$ cat src/rtl/pool_pkg.sv
// Shared types and helpers for the 2x2 stride-2 max-pool engine.
package pool_pkg;

    localparam int unsigned DATA_W_DEF = 16;
    localparam int unsigned ADDR_W_DEF = 28;
    // Widest element the signed-max helper handles; callers sign-extend into it.
    localparam int unsigned SMAX_W     = 64;

    typedef enum logic [2:0] {
        IDLE    = 3'd0,
        RD_REQ  = 3'd1,
        RD_WAIT = 3'd2,
        WR      = 3'd3,
        DONE    = 3'd4,
        HOLD    = 3'd5
    } pool_state_e;

    // Signed max; on a tie the current (earlier) value is kept.
    function automatic logic signed [SMAX_W-1:0] smax(
        input logic signed [SMAX_W-1:0] cur,
        input logic signed [SMAX_W-1:0] cand
    );
        return (cand > cur) ? cand : cur;
    endfunction

endpackage

$ cat src/rtl/pool_addr_gen.sv
// Window/output counters with incremental channel/row bases; produces
// source and destination addresses for the pooling FSM.
module pool_addr_gen
    import pool_pkg::*;
#(
    parameter int unsigned       ADDR_W   = ADDR_W_DEF,
    parameter int unsigned       MAP_W    = 28,
    parameter int unsigned       MAP_H    = 28,
    parameter int unsigned       CH       = 4,
    parameter logic [ADDR_W-1:0] SRC_BASE = '0,
    parameter logic [ADDR_W-1:0] DST_BASE = '0
) (
    input  logic              clk,
    input  logic              rst,
    input  logic              clear,
    input  logic              step_k,
    input  logic              step_out,
    output logic [1:0]        k,
    output logic [ADDR_W-1:0] src_addr,
    output logic [ADDR_W-1:0] dst_addr,
    output logic              last_output
);

    localparam int unsigned OW   = MAP_W / 2;
    localparam int unsigned OH   = MAP_H / 2;
    localparam int unsigned OX_W = (OW > 1) ? $clog2(OW) : 1;
    localparam int unsigned OY_W = (OH > 1) ? $clog2(OH) : 1;
    localparam int unsigned C_W  = (CH > 1) ? $clog2(CH) : 1;

    localparam logic [ADDR_W-1:0] ROW_OFF  = ADDR_W'(MAP_W);
    localparam logic [ADDR_W-1:0] ROW_STEP = ADDR_W'(2 * MAP_W);
    localparam logic [ADDR_W-1:0] CH_STEP  = ADDR_W'(MAP_W * MAP_H);

    logic [C_W-1:0]    c_q, c_d;
    logic [OY_W-1:0]   oy_q, oy_d;
    logic [OX_W-1:0]   ox_q, ox_d;
    logic [1:0]        k_q, k_d;
    logic [ADDR_W-1:0] chan_base_q, chan_base_d;
    logic [ADDR_W-1:0] row_base_q, row_base_d;
    logic [ADDR_W-1:0] dst_q, dst_d;

    logic last_ox, last_oy, last_c;

    assign last_ox = (ox_q == OX_W'(OW - 1));
    assign last_oy = (oy_q == OY_W'(OH - 1));
    assign last_c  = (c_q == C_W'(CH - 1));

    // Counter stepping: k within a window, then ox fastest, oy, c; bases follow.
    always_comb begin
        c_d         = c_q;
        oy_d        = oy_q;
        ox_d        = ox_q;
        k_d         = k_q;
        chan_base_d = chan_base_q;
        row_base_d  = row_base_q;
        dst_d       = dst_q;
        if (clear) begin
            c_d         = '0;
            oy_d        = '0;
            ox_d        = '0;
            k_d         = '0;
            chan_base_d = SRC_BASE;
            row_base_d  = SRC_BASE;
            dst_d       = DST_BASE;
        end else if (step_out) begin
            k_d   = '0;
            dst_d = dst_q + ADDR_W'(1);
            if (!last_ox) begin
                ox_d = ox_q + OX_W'(1);
            end else begin
                ox_d = '0;
                if (!last_oy) begin
                    oy_d       = oy_q + OY_W'(1);
                    row_base_d = row_base_q + ROW_STEP;
                end else begin
                    oy_d        = '0;
                    c_d         = last_c ? '0 : c_q + C_W'(1);
                    chan_base_d = chan_base_q + CH_STEP;
                    row_base_d  = chan_base_q + CH_STEP;
                end
            end
        end else if (step_k) begin
            k_d = k_q + 2'd1;
        end
    end

    // Counter and base registers.
    always_ff @(posedge clk) begin
        if (rst) begin
            c_q         <= '0;
            oy_q        <= '0;
            ox_q        <= '0;
            k_q         <= '0;
            chan_base_q <= SRC_BASE;
            row_base_q  <= SRC_BASE;
            dst_q       <= DST_BASE;
        end else begin
            c_q         <= c_d;
            oy_q        <= oy_d;
            ox_q        <= ox_d;
            k_q         <= k_d;
            chan_base_q <= chan_base_d;
            row_base_q  <= row_base_d;
            dst_q       <= dst_d;
        end
    end

    assign k           = k_q;
    assign src_addr    = row_base_q + (k_q[1] ? ROW_OFF : '0)
                       + ADDR_W'({ox_q, 1'b0}) + ADDR_W'(k_q[0]);
    assign dst_addr    = dst_q;
    assign last_output = last_ox && last_oy && last_c;

endmodule

$ cat src/rtl/pool_engine_ctrl.sv
// 2x2 stride-2 max-pool engine behind the pool_en/pool_done handshake.
// Build option: define POOL_RELU_EN to clamp written results at zero.
module pool_engine_ctrl
    import pool_pkg::*;
#(
    parameter int unsigned       DATA_W   = DATA_W_DEF,
    parameter int unsigned       ADDR_W   = ADDR_W_DEF,
    parameter int unsigned       MAP_W    = 28,
    parameter int unsigned       MAP_H    = 28,
    parameter int unsigned       CH       = 4,
    parameter logic [ADDR_W-1:0] SRC_BASE = ADDR_W'(28'h0000000),
    parameter logic [ADDR_W-1:0] DST_BASE = ADDR_W'(28'h0100000)
) (
    input  logic                     clk,
    input  logic                     rst,
    input  logic                     pool_en,
    output logic                     pool_done,
    output logic                     pool_busy,
    input  logic                     pool_link_read,
    input  logic                     pool_link_write,
    output logic                     mem_rd_req,
    output logic [ADDR_W-1:0]        mem_rd_addr,
    input  logic                     mem_rd_valid,
    input  logic signed [DATA_W-1:0] mem_rd_data,
    output logic                     mem_wr_en,
    output logic [ADDR_W-1:0]        mem_wr_addr,
    output logic [DATA_W-1:0]        mem_wr_data
);

    localparam logic signed [DATA_W-1:0] MOST_NEG = {1'b1, {(DATA_W-1){1'b0}}};

    pool_state_e state_q, state_d;
    logic signed [DATA_W-1:0] max_q, max_d;

    logic       clear, step_k, step_out, rd_accept;
    logic [1:0] k;
    logic       last_output;

    pool_addr_gen #(
        .ADDR_W  (ADDR_W),
        .MAP_W   (MAP_W),
        .MAP_H   (MAP_H),
        .CH      (CH),
        .SRC_BASE(SRC_BASE),
        .DST_BASE(DST_BASE)
    ) u_addr_gen (
        .clk        (clk),
        .rst        (rst),
        .clear      (clear),
        .step_k     (step_k),
        .step_out   (step_out),
        .k          (k),
        .src_addr   (mem_rd_addr),
        .dst_addr   (mem_wr_addr),
        .last_output(last_output)
    );

    // State register.
    always_ff @(posedge clk) begin
        if (rst) state_q <= IDLE;
        else     state_q <= state_d;
    end

    // Next state; dropping pool_en mid-run aborts to IDLE ahead of any other event.
    // IDLE is only re-entered with pool_en low (abort or HOLD exit), so it is always armed.
    always_comb begin
        state_d = state_q;
        unique case (state_q)
            IDLE:    if (pool_en) state_d = RD_REQ;
            RD_REQ:  if (!pool_en) state_d = IDLE;
                     else if (pool_link_read) state_d = RD_WAIT;
            RD_WAIT: if (!pool_en) state_d = IDLE;
                     else if (mem_rd_valid) state_d = (k == 2'd3) ? WR : RD_REQ;
            WR:      if (!pool_en) state_d = IDLE;
                     else if (pool_link_write) state_d = last_output ? DONE : RD_REQ;
            DONE:    state_d = HOLD;
            HOLD:    if (!pool_en) state_d = IDLE;
            default: state_d = IDLE;
        endcase
    end

    // Outputs and counter strobes decoded from state, link grants and pool_en.
    always_comb begin
        pool_done  = (state_q == DONE);
        pool_busy  = (state_q == RD_REQ) || (state_q == RD_WAIT) || (state_q == WR);
        mem_rd_req = (state_q == RD_REQ) && pool_en && pool_link_read;
        mem_wr_en  = (state_q == WR) && pool_en && pool_link_write;
        rd_accept  = (state_q == RD_WAIT) && pool_en && mem_rd_valid;
        clear      = (state_q == IDLE) && pool_en;
        step_k     = rd_accept && (k != 2'd3);
        step_out   = mem_wr_en;
`ifdef POOL_RELU_EN
        mem_wr_data = max_q[DATA_W-1] ? '0 : max_q;
`else
        mem_wr_data = max_q;
`endif
    end

    // Running window maximum; the first element of each window replaces it.
    always_comb begin
        max_d = max_q;
        if (clear) begin
            max_d = MOST_NEG;
        end else if (rd_accept) begin
            max_d = (k == 2'd0) ? mem_rd_data
                  : DATA_W'(smax(SMAX_W'(max_q), SMAX_W'(mem_rd_data)));
        end
    end

    // Max register.
    always_ff @(posedge clk) begin
        if (rst) max_q <= MOST_NEG;
        else     max_q <= max_d;
    end

endmodule

$ cat config.mk
export PLATFORM = sky130hd
export DESIGN_NAME = pool_engine_ctrl
export DESIGN_NICKNAME = d
export VERILOG_FILES = /design/src/rtl/pool_pkg.sv /design/src/rtl/pool_addr_gen.sv /design/src/rtl/pool_engine_ctrl.sv
export SDC_FILE = /design/constraint.sdc
export NUM_CORES = 1
export LEC_CHECK = 0
export BUFFER_PORTS_ARGS = -buffer_cell sky130_fd_sc_hd__buf_4
export CORE_AREA = 2 2 108 110
export CTS_BUF_LIST = sky130_fd_sc_hd__clkbuf_8
export DETAILED_ROUTE_END_ITERATION = 10
export DIE_AREA = 0 0 110 112
export PLACE_DENSITY = 0.82
export SLEW_MARGIN = 20
export SYNTH_ARGS = -nofsm -noshare
export SYNTH_HDL_FRONTEND = slang
export SYNTH_HIERARCHICAL = 1
export SYNTH_SLANG_ARGS = --single-unit
$ cat constraint.sdc
create_clock -name clk -period 3.6 [get_ports clk]
set_clock_uncertainty 0.1 [all_clocks]
set_input_delay 0.72 -clock clk [delete_from_list [all_inputs] [get_ports clk]]
set_output_delay 0.72 -clock clk [all_outputs]
set_load 0.1 [all_outputs]
==> results by group <==
STA
  • Min setup slack post-route: -0.0562 ns
  • Worst Tran Pin Value: 0.937 ns
  • Fin crit period: 3.66 ns
  • Final setup fails: 4
  • Slew Viols, Final: 0
  • Fmax: 0.274 GHz
  • Hold Vio Cnt, Final: 0
  • RSZ-0062 raised after global routing: yes
  • Setup TNS Final: -0.101 ns
  • Final worst path period share: 1.02
  • Slew HR: 0.373

Synthesis
  • Synth Flop Type: dfxtp_1
  • Syn avg cell area: 8.30 µm²
  • Cell Area, Synth: 0.00651 mm²
  • YS warnings: 6
  • Post-synth EDFFs: 0
  • Cells after Synth: 784
  • Distinct cells, synth: 78
  • #FFs+latches synth: 108
  • Async S/R FF share, synth: 0
  • Seq/Total Area, Yosys: 0.332
  • Post-synth net total: 834

Critical path
  • Slowest cell delay on critical path: 0.60 ns
  • R2r setup slk: 0.91 ns
  • Register-to-Register Path Depth: 8
  • CP Launch Type: flip-flop
  • Capture point of the worst reg-to-reg path: mem_wr_data[12]
  • Critical Path Fanout Max: 4
  • Crit path depth: 8
  • Setup crit end kind: primary output
  • Req. time, crit path: 2.78 ns
  • Critical path cell sequence: fa_1, ha_4, nor3_4, a2111oi_4, buf_4, nand3_2, xnor2_2, buf_6
  • R2r startpoint: mem_wr_data[15]
  • CP max-delay cell: fa_1
  • WP buf/inv: 2
  • Largest delay share family, worst path: adder cells
  • Critical path destination: mem_rd_addr[14]
  • Critical Path AT: 2.84 ns
  • Worst setup startpoint: u_addr_gen/k[1]
  • Setup CP Type: flip-flop to primary output

Clock network
  • Clock transition at the registers of the reported paths: 0.10 ns
  • CTS tree: done
  • Clock Latency Late Sink: 0.37 ns
  • Htree depth: 3
  • Root Driver: clkbuf_8
  • Clk sinks: 108
  • CTS Buf Count: 9
  • Clock buffer depth: 2

Layout
  • Commonest non-fill, non-tap cell in the layout: dfxtp_1
  • Fill cells: 821
  • Fraction of layout cells with a size suffix above 1: 0.243
  • Post-route insts no fill: 1011
  • Area Growth Syn to Fin: 24.6%
  • Most frequent cells in the layout: dfxtp_1 (105), buf_4 (96), nor2_1 (78)
  • FF+latch area: 0.00217 mm²
  • Multi-input gate area: 0.00446 mm²
  • NumNets Final: 913
  • N_diodes: 0
  • Fin area: 0.00811 mm²

Status
  • Outcome: finished, violations left
  • Failing checks: negative setup slack

GRT
  • Initial antenna violation count: 0
  • Vias in the first global route: 5680
  • Global-route wire length before repair: 26500 µm
  • Largest net degree at the start of global routing: 37
  • GRT Util Overall: 0.263
  • GR Overflow Total: 0

Detailed routing
  • WL/cell: 16.3 µm
  • DRC violations left: 0
  • Vias/cell: 5.98
  • Vias post-DR: 6050
  • Drt pass-1 iters: 5
  • Post-Route WL: 16500 µm
  • Antenna viol nets, final: 0
  • Iter 0 DRT Violations: 409

Power
  • Pleak: 3.03 nW
  • Power per Cell Area: 261 mW/mm²
  • Worst VDD drop: 0.000269 V
  • Total chip power: 2.12 mW

Placed design
  • Post-place instance area: 0.00755 mm²
  • Port Buf Inserts: 97
  • HPWL after detailed placement: 11600 µm
  • Gpl congestion: 0.896
  • Cells after DPL: 992

Flow run
  • Max Cap Viol: 0

Floorplan
  • IO Pins: 98
  • Site Rows: 39
  • Die area: 0.0123 mm²
  • Die Ht: 112 µm
  • Initial Utilization: 0.582
  • Core Footprint: 0.0112 mm²
  • Die width: 110 µm

Hold path
  • Worst min path class: flip-flop to flip-flop
## synth_stat cells, drive strengths merged (9+ instances only)
cell / instances / area [µm²]
a21oi: 34 / 170
clkbuf: 21 / 78.8
nor3: 27 / 145
nand2: 63 / 236
ha: 26 / 325
nand3: 49 / 255
nor2: 79 / 297
and2: 14 / 87.6
dfxtp: 108 / 2160
buf: 27 / 156
nor4: 9 / 68.8
nand4: 34 / 231
o21ai: 42 / 214
inv: 24 / 90.1
o22ai: 11 / 68.8
xor2: 50 / 438
and4: 13 / 115
xnor2: 53 / 464
a21boi: 15 / 128
## layer usage
layer | track usage | share of wire | vias to the layer above | wire length, µm
li1 | - | - | 2920 | -
met1 | 0.358 | 0.43 | 2876 | 7150
met2 | 0.420 | 0.48 | 226 | 7960
met3 | 0.0492 | 0.068 | 28 | 1120
met4 | 0.0844 | 0.016 | 0 | 265
met5 | 0 | 0 | - | 0
## worst min-delay path: stages (launching register included)
cell and delay (ns):
dfxtp_1 0.34, nand2_1 0.06, nand2_1 0.04
## where the power goes
part | leakage [nW] | switching [mW] | internal (mW)
clock network | 0.112 | 0.395 | 0.357
registers | 0.872 | 0.00739 | 1.20
logic | 2.04 | 0.108 | 0.0567
total | 3.03 | 0.510 | 1.61
## worst min-delay path by stage
stage               cells after the start  slack [ns]                        from                    endpoint
floorplan                               2        0.33  u_addr_gen/chan_base_q[27]  u_addr_gen/chan_base_q[27]
global placement                        2        0.34  u_addr_gen/chan_base_q[27]  u_addr_gen/chan_base_q[27]
detailed placement                      2        0.35  u_addr_gen/chan_base_q[27]  u_addr_gen/chan_base_q[27]
CTS                                     2        0.37  u_addr_gen/chan_base_q[27]  u_addr_gen/chan_base_q[27]
global route                            2        0.39  u_addr_gen/chan_base_q[27]  u_addr_gen/chan_base_q[27]
finish                                  2        0.37  u_addr_gen/chan_base_q[27]  u_addr_gen/chan_base_q[27]
## cell families after synthesis
| logic type | Yosys count | share of synthesized area |
|---|---|---|
| mux | 3 | 0.00481 |
| other cells | 1 | 0.000576 |
| compound gates | 141 | 0.149 |
| simple gates | 328 | 0.268 |
| buf+inv | 72 | 0.0500 |
| xor+xnor | 103 | 0.139 |
| fa+ha+maj | 28 | 0.0561 |
| flops | 108 | 0.332 |
## sequential cells by signal, indices dropped and copies added, names as in the netlist
name	flops
u_addr_gen/chan_base_q	24
u_addr_gen/ox_q	4
state_q	3
mem_wr_data	16
u_addr_gen/oy_q	4
u_addr_gen/c_q	2
u_addr_gen/k	2
u_addr_gen/row_base_q	25
u_addr_gen/dst_addr	28
## per-stage QoR
step,hold slack (ns),setup slack [ns],utilization
after floorplan,0.331,-0.505,-
after global placement,0.339,0.239,0.676
after detailed placement,0.354,0.163,0.676
after CTS,0.367,0.00234,0.711
after global routing,0.389,-0.120,0.726
final,0.372,-0.0562,0.726
## area by class of cell
cell class / instances / area share
clock inverter: 5 / 0.00632
inverter: 24 / 0.0111
clock buffer: 11 / 0.0187
tap: 143 / 0.0221
multi-input combinational: 604 / 0.549
timing repair buffer: 116 / 0.125
sequential: 108 / 0.268
## timing repair
item / CTS / global route
endpoints found under the setup margin: 19 / 17
resized for setup: 36 / 39
buffers inserted: 2 / 1
pin swaps: 5 / 11
cloned: 0 / 0
hold buffers: 0 / 0
Power figures use the tool's default switching activity.
